## src/rtl/key_move_ctrl.sv

```systemverilog
`default_nettype none
// ---- key_move_ctrl : 4-key sync/debounce, last-pressed arbitration, step pulse + auto-repeat ----
// ---- Rev 1.0 --------------------------------------------------------------------------------
module key_move_ctrl #(
  parameter int DEBOUNCE_CYCLES = 20,
  parameter int REPEAT_DELAY    = 64,
  parameter int STEP_PERIOD     = 4
) (
  input  logic       clk_run,
  input  logic       rst_n,
  input  logic       en_i,
  input  logic       key_up_i,
  input  logic       key_down_i,
  input  logic       key_left_i,
  input  logic       key_right_i,
  output logic       move_en_o,
  output logic [1:0] direct_o,
  output logic       moving_o
);

  localparam int DBW  = $clog2(DEBOUNCE_CYCLES + 1);
  localparam int RMAX = (REPEAT_DELAY > STEP_PERIOD) ? REPEAT_DELAY : STEP_PERIOD;
  localparam int RCW  = $clog2(RMAX + 1);

  localparam logic [DBW-1:0] DB_LAST    = DBW'(DEBOUNCE_CYCLES - 1);
  localparam logic [RCW-1:0] DELAY_LOAD = RCW'(REPEAT_DELAY - 1);
  localparam logic [RCW-1:0] STEP_LOAD  = RCW'(STEP_PERIOD - 1);

  typedef enum logic [1:0] {
    S_IDLE   = 2'd0,
    S_DELAY  = 2'd1,
    S_REPEAT = 2'd2
  } state_e;

  // Bit index equals the direction code: 0=UP 1=DOWN 2=LEFT 3=RIGHT.
  logic [3:0] key_raw;
  logic [3:0] held_q;
  logic [3:0] held_d;
  logic [3:0] press;

  assign key_raw = {key_right_i, key_left_i, key_down_i, key_up_i};

  for (genvar i = 0; i < 4; i++) begin : g_key
    logic           s1_q;
    logic           s2_q;
    logic           deb_q;
    logic [DBW-1:0] cnt_q;
    logic           flip;

    assign flip = (s2_q != deb_q) && (cnt_q == DB_LAST);

    always_ff @(posedge clk_run or negedge rst_n) begin
      if (!rst_n) begin
        s1_q  <= 1'b0;
        s2_q  <= 1'b0;
        deb_q <= 1'b0;
        cnt_q <= '0;
      end else begin
        s1_q <= key_raw[i];
        s2_q <= s1_q;
        if ((s2_q == deb_q) || flip) begin
          cnt_q <= '0;
        end else begin
          cnt_q <= cnt_q + DBW'(1);
        end
        if (flip) begin
          deb_q <= s2_q;
        end
      end
    end

    assign held_q[i] = deb_q;
    // The FSM acts on the debounced value being registered this edge, so a
    // press is answered by a pulse in the very next cycle.
    assign held_d[i] = flip ? s2_q : deb_q;
  end

  assign press = held_d & ~held_q;

  function automatic logic [1:0] pick_dir(input logic [3:0] v);
    casez (v)
      4'b???1: return 2'b00;
      4'b??10: return 2'b01;
      4'b?100: return 2'b10;
      default: return 2'b11;
    endcase
  endfunction

  state_e         state_q;
  logic [RCW-1:0] rcnt_q;
  logic           move_en_q;
  logic [1:0]     dir_q;
  logic           moving_q;

  logic           restart;
  logic [1:0]     restart_dir;

  // A fresh press beats everything; otherwise entering from IDLE or losing the
  // active key falls back to the highest-priority key still held.
  always_comb begin
    restart     = 1'b0;
    restart_dir = pick_dir(held_d);
    if (|press) begin
      restart     = 1'b1;
      restart_dir = pick_dir(press);
    end else if ((state_q == S_IDLE) || !held_d[dir_q]) begin
      restart     = 1'b1;
    end
  end

  always_ff @(posedge clk_run or negedge rst_n) begin
    if (!rst_n) begin
      state_q   <= S_IDLE;
      rcnt_q    <= '0;
      move_en_q <= 1'b0;
      dir_q     <= 2'b00;
      moving_q  <= 1'b0;
    end else begin
      move_en_q <= 1'b0;
      moving_q  <= en_i & (|held_d);
      if (!en_i || (held_d == 4'b0000)) begin
        state_q <= S_IDLE;
        rcnt_q  <= '0;
      end else if (restart) begin
        move_en_q <= 1'b1;
        dir_q     <= restart_dir;
        state_q   <= S_DELAY;
        rcnt_q    <= DELAY_LOAD;
      end else if (rcnt_q == '0) begin
        move_en_q <= 1'b1;
        state_q   <= S_REPEAT;
        rcnt_q    <= STEP_LOAD;
      end else begin
        rcnt_q <= rcnt_q - RCW'(1);
      end
    end
  end

  assign move_en_o = move_en_q;
  assign direct_o  = dir_q;
  assign moving_o  = moving_q;

endmodule
`default_nettype wire

```

## config.mk

```make
export PLATFORM = sky130hd
export DESIGN_NAME = key_move_ctrl
export DESIGN_NICKNAME = d
export VERILOG_FILES = /design/src/rtl/key_move_ctrl.sv
export SDC_FILE = /design/constraint.sdc
export NUM_CORES = 1
export LEC_CHECK = 0
export ABC_CLOCK_PERIOD_IN_PS = 2100
export CORE_UTILIZATION = 52
export CTS_BUF_LIST = sky130_fd_sc_hd__clkbuf_4 sky130_fd_sc_hd__clkbuf_8 sky130_fd_sc_hd__clkbuf_16
export CTS_CLUSTER_SIZE = 16
export DETAILED_ROUTE_END_ITERATION = 10
export GPL_ROUTABILITY_DRIVEN = 0
export PLACE_DENSITY = 0.74
export SETUP_SLACK_MARGIN = 0.2
export SYNTH_ARGS = -nofsm -noshare
export SYNTH_HDL_FRONTEND = slang
export SYNTH_SLANG_ARGS = --single-unit
```

## constraint.sdc

```tcl
create_clock -name clk_run -period 2.1 [get_ports clk_run]
set_input_delay 0.21 -clock clk_run [delete_from_list [all_inputs] [get_ports clk_run]]
set_output_delay 0.21 -clock clk_run [all_outputs]
set_load 0.02 [all_outputs]
```

# Word-level counts from Yosys, hierarchy flattened
# Cells that the tools add are included.
# totals
reg_bits	45
input_bits	7
output_inout_bits	4
# op_classes
addsub	5
n_lt_le_gt_ge	1
n_eq_ne	16
mux	24
bitwise_logic	4
reduce_logical	19
# ops
op	n
7-bit two-way mux	3
5-bit by 1-bit adder with 5-bit output, second input constant	4
5-bit == test, second input constant	4
5-bit two-way mux	4
2-bit case mux with 3 select lines	2
1-bit two-way mux	10
2-bit two-way mux	4
4-bit OR reduction	2
7-bit zero test	1
7-bit by 1-bit subtractor with 7-bit output, second input constant	1
3-bit == test, second input constant	2
1-bit logical OR	6
4-bit AND	1
1-bit == test	4
2-bit == test, second input constant	2
1-bit logical AND	4
4-bit zero test	1
1-bit inequality test	4
4-bit NOT	1
2-bit by 3-bit less-than comparator with 1-bit output, second input constant	1
3-bit nonzero test	1
1-bit binary-select mux with 2-bit select	1
1-bit zero test	2
2-bit zero test	1
3 further kinds	3

# Depth between registers and ports, before layout
# logic_depth
word_depth	11
mapped_depth	8

# Worst setup path before layout
# OpenSTA, ideal clock, no wires.
# synth_timing
path_type	register to register
startpoint	register g_key[0].cnt_q[0]
endpoint	register dir_q[0] (netlist: direct_o[0])
setup_time_ns	0.125
arrival_time_ns	2.018
path_slack_ns	-0.042
stages_incl_launch_ff	7
path_cell_list	dfrtp_1 > ha_1 > and4bb_1 > mux2i_1 > mux4_2 > o21ai_2 > mux2_2
# synth_between
elab_chain_cells	10
# synth_lines
item	line	rtl
from (decl)	47	logic [DBW-1:0] cnt_q;
from (signal assigned)	64	cnt_q <= cnt_q + DBW'(1);
5-bit == test *	50	assign flip = (s2_q != deb_q) && (cnt_q == DB_LAST);
1-bit logical AND *	50	
1-bit two-way mux *	--	
1-bit binary-select mux with 2-bit select	106	end else if ((state_q == S_IDLE) || !held_d[dir_q]) begin
1-bit two-way mux (not written as such)	106	
1-bit zero test	106	
1-bit logical OR	106	
1-bit two-way mux	106	
1-bit two-way mux	103	if (|press) begin
2-bit AND reduction (no line)	--	
to (signal assigned)	126	dir_q <= restart_dir;
to (decl)	92	logic [1:0] dir_q;
# Every way passes the cells marked *; elsewhere a longest branch is shown, timed or not. The select of a mux whose other input is x is not followed.
# A chain may end at the register's enable or synchronous reset.

# Final worst setup path
# Same ends and word-level chain as after synthesis.

==> impl_metrics.ini <==
[outcome]
status = complete, but fails checks
violations = negative setup slack

[sta]
fin_skew_ns = 0.0109
period_needed_ns = 2.17
setup_ws_ns = -0.0721
hold_viol = 0
max_slew_margin = 0.707
grt_setup_unrepaired = true
slew_violations = 0
finalCritPeriodShare = 1.03
fmax_ghz = 0.460
worst_pin_slew_ns = 0.435
setup_viol = 11
whs_ns = 0.335

[global_route]
grt_usage = 0.203
grt_first_pass_wirelength_mm = 6.11
antenna_found_initial = 0
grt_max_degree = 17
overflow = 0
grt_pass1_vias = 1387

[cts]
clockBufferDepth = 2
cts_tree = built
htreeDepth = 2
clock-sinks = 45
cts_made_buffers = 5
cts_root_buffer = clkbuf_8
clk_pin_slew_ns = 0.09
clock_latency_ns = 0.30

[place]
io_buffers = 10
post-dp-hpwl_mm = 2.44
placed_cells = 242

[synthesis]
netlist-cell-type-count = 32
synth_top_area_share = 0.589
synthTopCellsByArea = dfrtp_1 (59%), xor2_1 (6.0%), nor2_1 (4.5%)
synthMostInstantiatedCell = dfrtp_1
syn-num-nets = 180
synth_edf_count = 0
synth_warnings = 0
seq_area_frac_synth = 0.589
yosys.area.top_type = dfrtp_1
synth_area_um2 = 1910
ys_top_cells_by_count = dfrtp_1 (45), nor2_1 (23), inv_1 (13), xor2_1 (13), nand2_1 (10)
synthCells = 168
ys_ff_latch = 45
synth-async-reset-ratio = 1.00
syn_avg_cell_area_um2 = 11.4
synth-main-ff-cell = dfrtp_1

[worst_setup_path]
required_ns = 2.28
crit_chain = ha_2 -> and4bb_1 -> mux2i_2 -> nand2_1 -> o31ai_2 -> inv_1 -> o21ai_4 -> mux2_4
crit_path_max_incr_delay_ns = 0.37
end_kind = register
cp_max_fo = 4
cpLargestDelayFamily = multiplexers
criticalPathCategory = reg2reg
arrival_ns = 2.35
reg2reg_slack_ns = -0.07
start_kind = register
cpMaxStageDelayCell = dfrtp_1
path_buf_inv = 1

[power_and_ir_drop]
ir_worst_vdd_uv = 575
power_frac_seq = 0.573
p_switching_uw = 344
power_leakage_nw = 1.22
p_sw_frac = 0.217
comb_power_share = 0.065
clkPwrFrac = 0.362
p_int_mw = 1.24
powerDensity_nw_per_um2 = 636

[final_layout]
num-nets-final = 224
area_growth_pct = 30.4
antenna_cells = 0
final_cells = 259
layout-drive-gt1-share = 0.291

[routing]
postRouteAntennaNets = 0
drc = 0
viasPerCell = 5.36
dr.pass1.iters = 4
num_vias = 1388
dr.first_iter.drc_count = 62
wl_per_cell_um = 14.1
routed_wl_mm = 3.64

[die]
num_io_pins = 11
coreArea_um2 = 3440
die_w_um = 62.7
initial_core_util = 0.556
dieArea_um2 = 3930
rows = 21
die_height_um = 62.7

[job]
maxCapViolations = 0

[worst_hold_path]
hold_path_class = in2async
-- layout by cell type (no fill, tap or decap), types with 2 or more instances in the layout --
| cell type | instances |
|---|---|
| xor2_1 | 13 |
| a21oi_1 | 4 |
| ha_2 | 4 |
| inv_1 | 13 |
| nand2_1 | 10 |
| mux2_4 | 2 |
| xnor2_1 | 5 |
| clkdlybuf4s50_1 | 9 |
| nand3_1 | 9 |
| a21oi_2 | 5 |
| nand3b_1 | 2 |
| nor2b_1 | 2 |
| dfrtp_1 | 45 |
| nor2_1 | 23 |
| nand2b_1 | 2 |
| nor3_1 | 2 |
| clkbuf_8 | 7 |
| mux2i_2 | 3 |
| a31oi_1 | 2 |
| buf_4 | 27 |
| and4bb_2 | 3 |
-- power by group through the flow --
stage                     logic [mW]  clock network (mW)  registers (mW)
after floorplan               0.0393                   0           0.926
after global placement        0.0943                   0           0.924
after detailed placement      0.0987                   0           0.927
after CTS                      0.104               0.591           0.909
after global routing           0.119               0.627           0.913
final                          0.104               0.574           0.909
-- what timing repair did --
action | CTS | global route
resized for setup | 14 | 5
setup endpoints to repair | 13 | 13
buffers inserted | 3 | 5
endpoints found under the hold margin | 14 | 0
pin swaps | 4 | 5
hold buffers | 1 | 0
-- layout make-up --
class	count	area (um2)
sequential	45	1130
timing repair buffer	39	319
multi-input combinational	108	842
fill	234	947
inverter	13	48.8
clock inverter	1	5.00
clock buffer	7	96.3
tap	46	57.6
-- worst reg2reg max path: cells and delay by family (launching register included) --
kind | cells | cell delay [ns]
AOI/OAI and AO/OA | 2 | 0.33
and+or+nand+nor | 2 | 0.40
DFF | 1 | 0.37
buffers and inverters | 1 | 0.13
adders and majority gates | 1 | 0.19
muxes | 2 | 0.66
-- flip-flops by register name, indices dropped and copies added, names as in the netlist --
register and flops:
g_key.cnt_q 20, rcnt_q 7, g_key.deb_q 4, g_key.s1_q 4, g_key.s2_q 4, direct_o 2
state_q 2, move_en_o 1, moving_o 1
-- logic make-up after synthesis --
family,count (synthesis),synth area share
compound gates,19,0.0647
xor+xnor,18,0.0824
fa+ha+maj,5,0.0327
buf+inv,15,0.0294
flops,45,0.589
mux,7,0.0445
simple gates,59,0.158
-- per-stage QoR --
stage	setup WS (ns)	TNS [ns]	util	area [um2]	power [mW]
floorplan	0.0306	0	-	1930	0.965
global placement	-0.00613	-0.0121	0.646	2220	1.02
detailed placement	-0.150	-0.298	0.646	2220	1.03
CTS	-0.0507	-0.143	0.704	2420	1.60
global route	-0.172	-1.50	0.725	2490	1.66
finish	-0.0721	-0.448	0.725	2490	1.59
-- worst paths after layout --
kind | startpoint | to | cells past startpoint
worst max register to register | g_key[0].cnt_q[0]$_DFF_PN0_ | direct_o[0]$_DFFE_PN0P_ | 8
worst min-delay path | rst_n | g_key[2].cnt_q[0]$_DFF_PN0_ | 2
worst min register to register | g_key[1].s1_q$_DFF_PN0_ | g_key[1].s2_q$_DFF_PN0_ | 0
worst max-delay path | g_key[0].cnt_q[0]$_DFF_PN0_ | direct_o[0]$_DFFE_PN0P_ | 8
min in group clk_run | key_left_i | g_key[2].s1_q$_DFF_PN0_ | 1
max in group asynchronous | rst_n | rcnt_q[5]$_DFF_PN0_ | 3
-- metal layers --
| metal | vias to the layer above | track usage | routed length (um) |
|---|---|---|---|
| li1 | 656 | - | - |
| met1 | 707 | 0.254 | 1570 |
| met2 | 21 | 0.338 | 1930 |
| met3 | 4 | 0.0639 | 105 |
| met4 | 0 | 0.0610 | 40 |
| met5 | - | 0 | 0 |
Power figures use the tool's default switching activity.
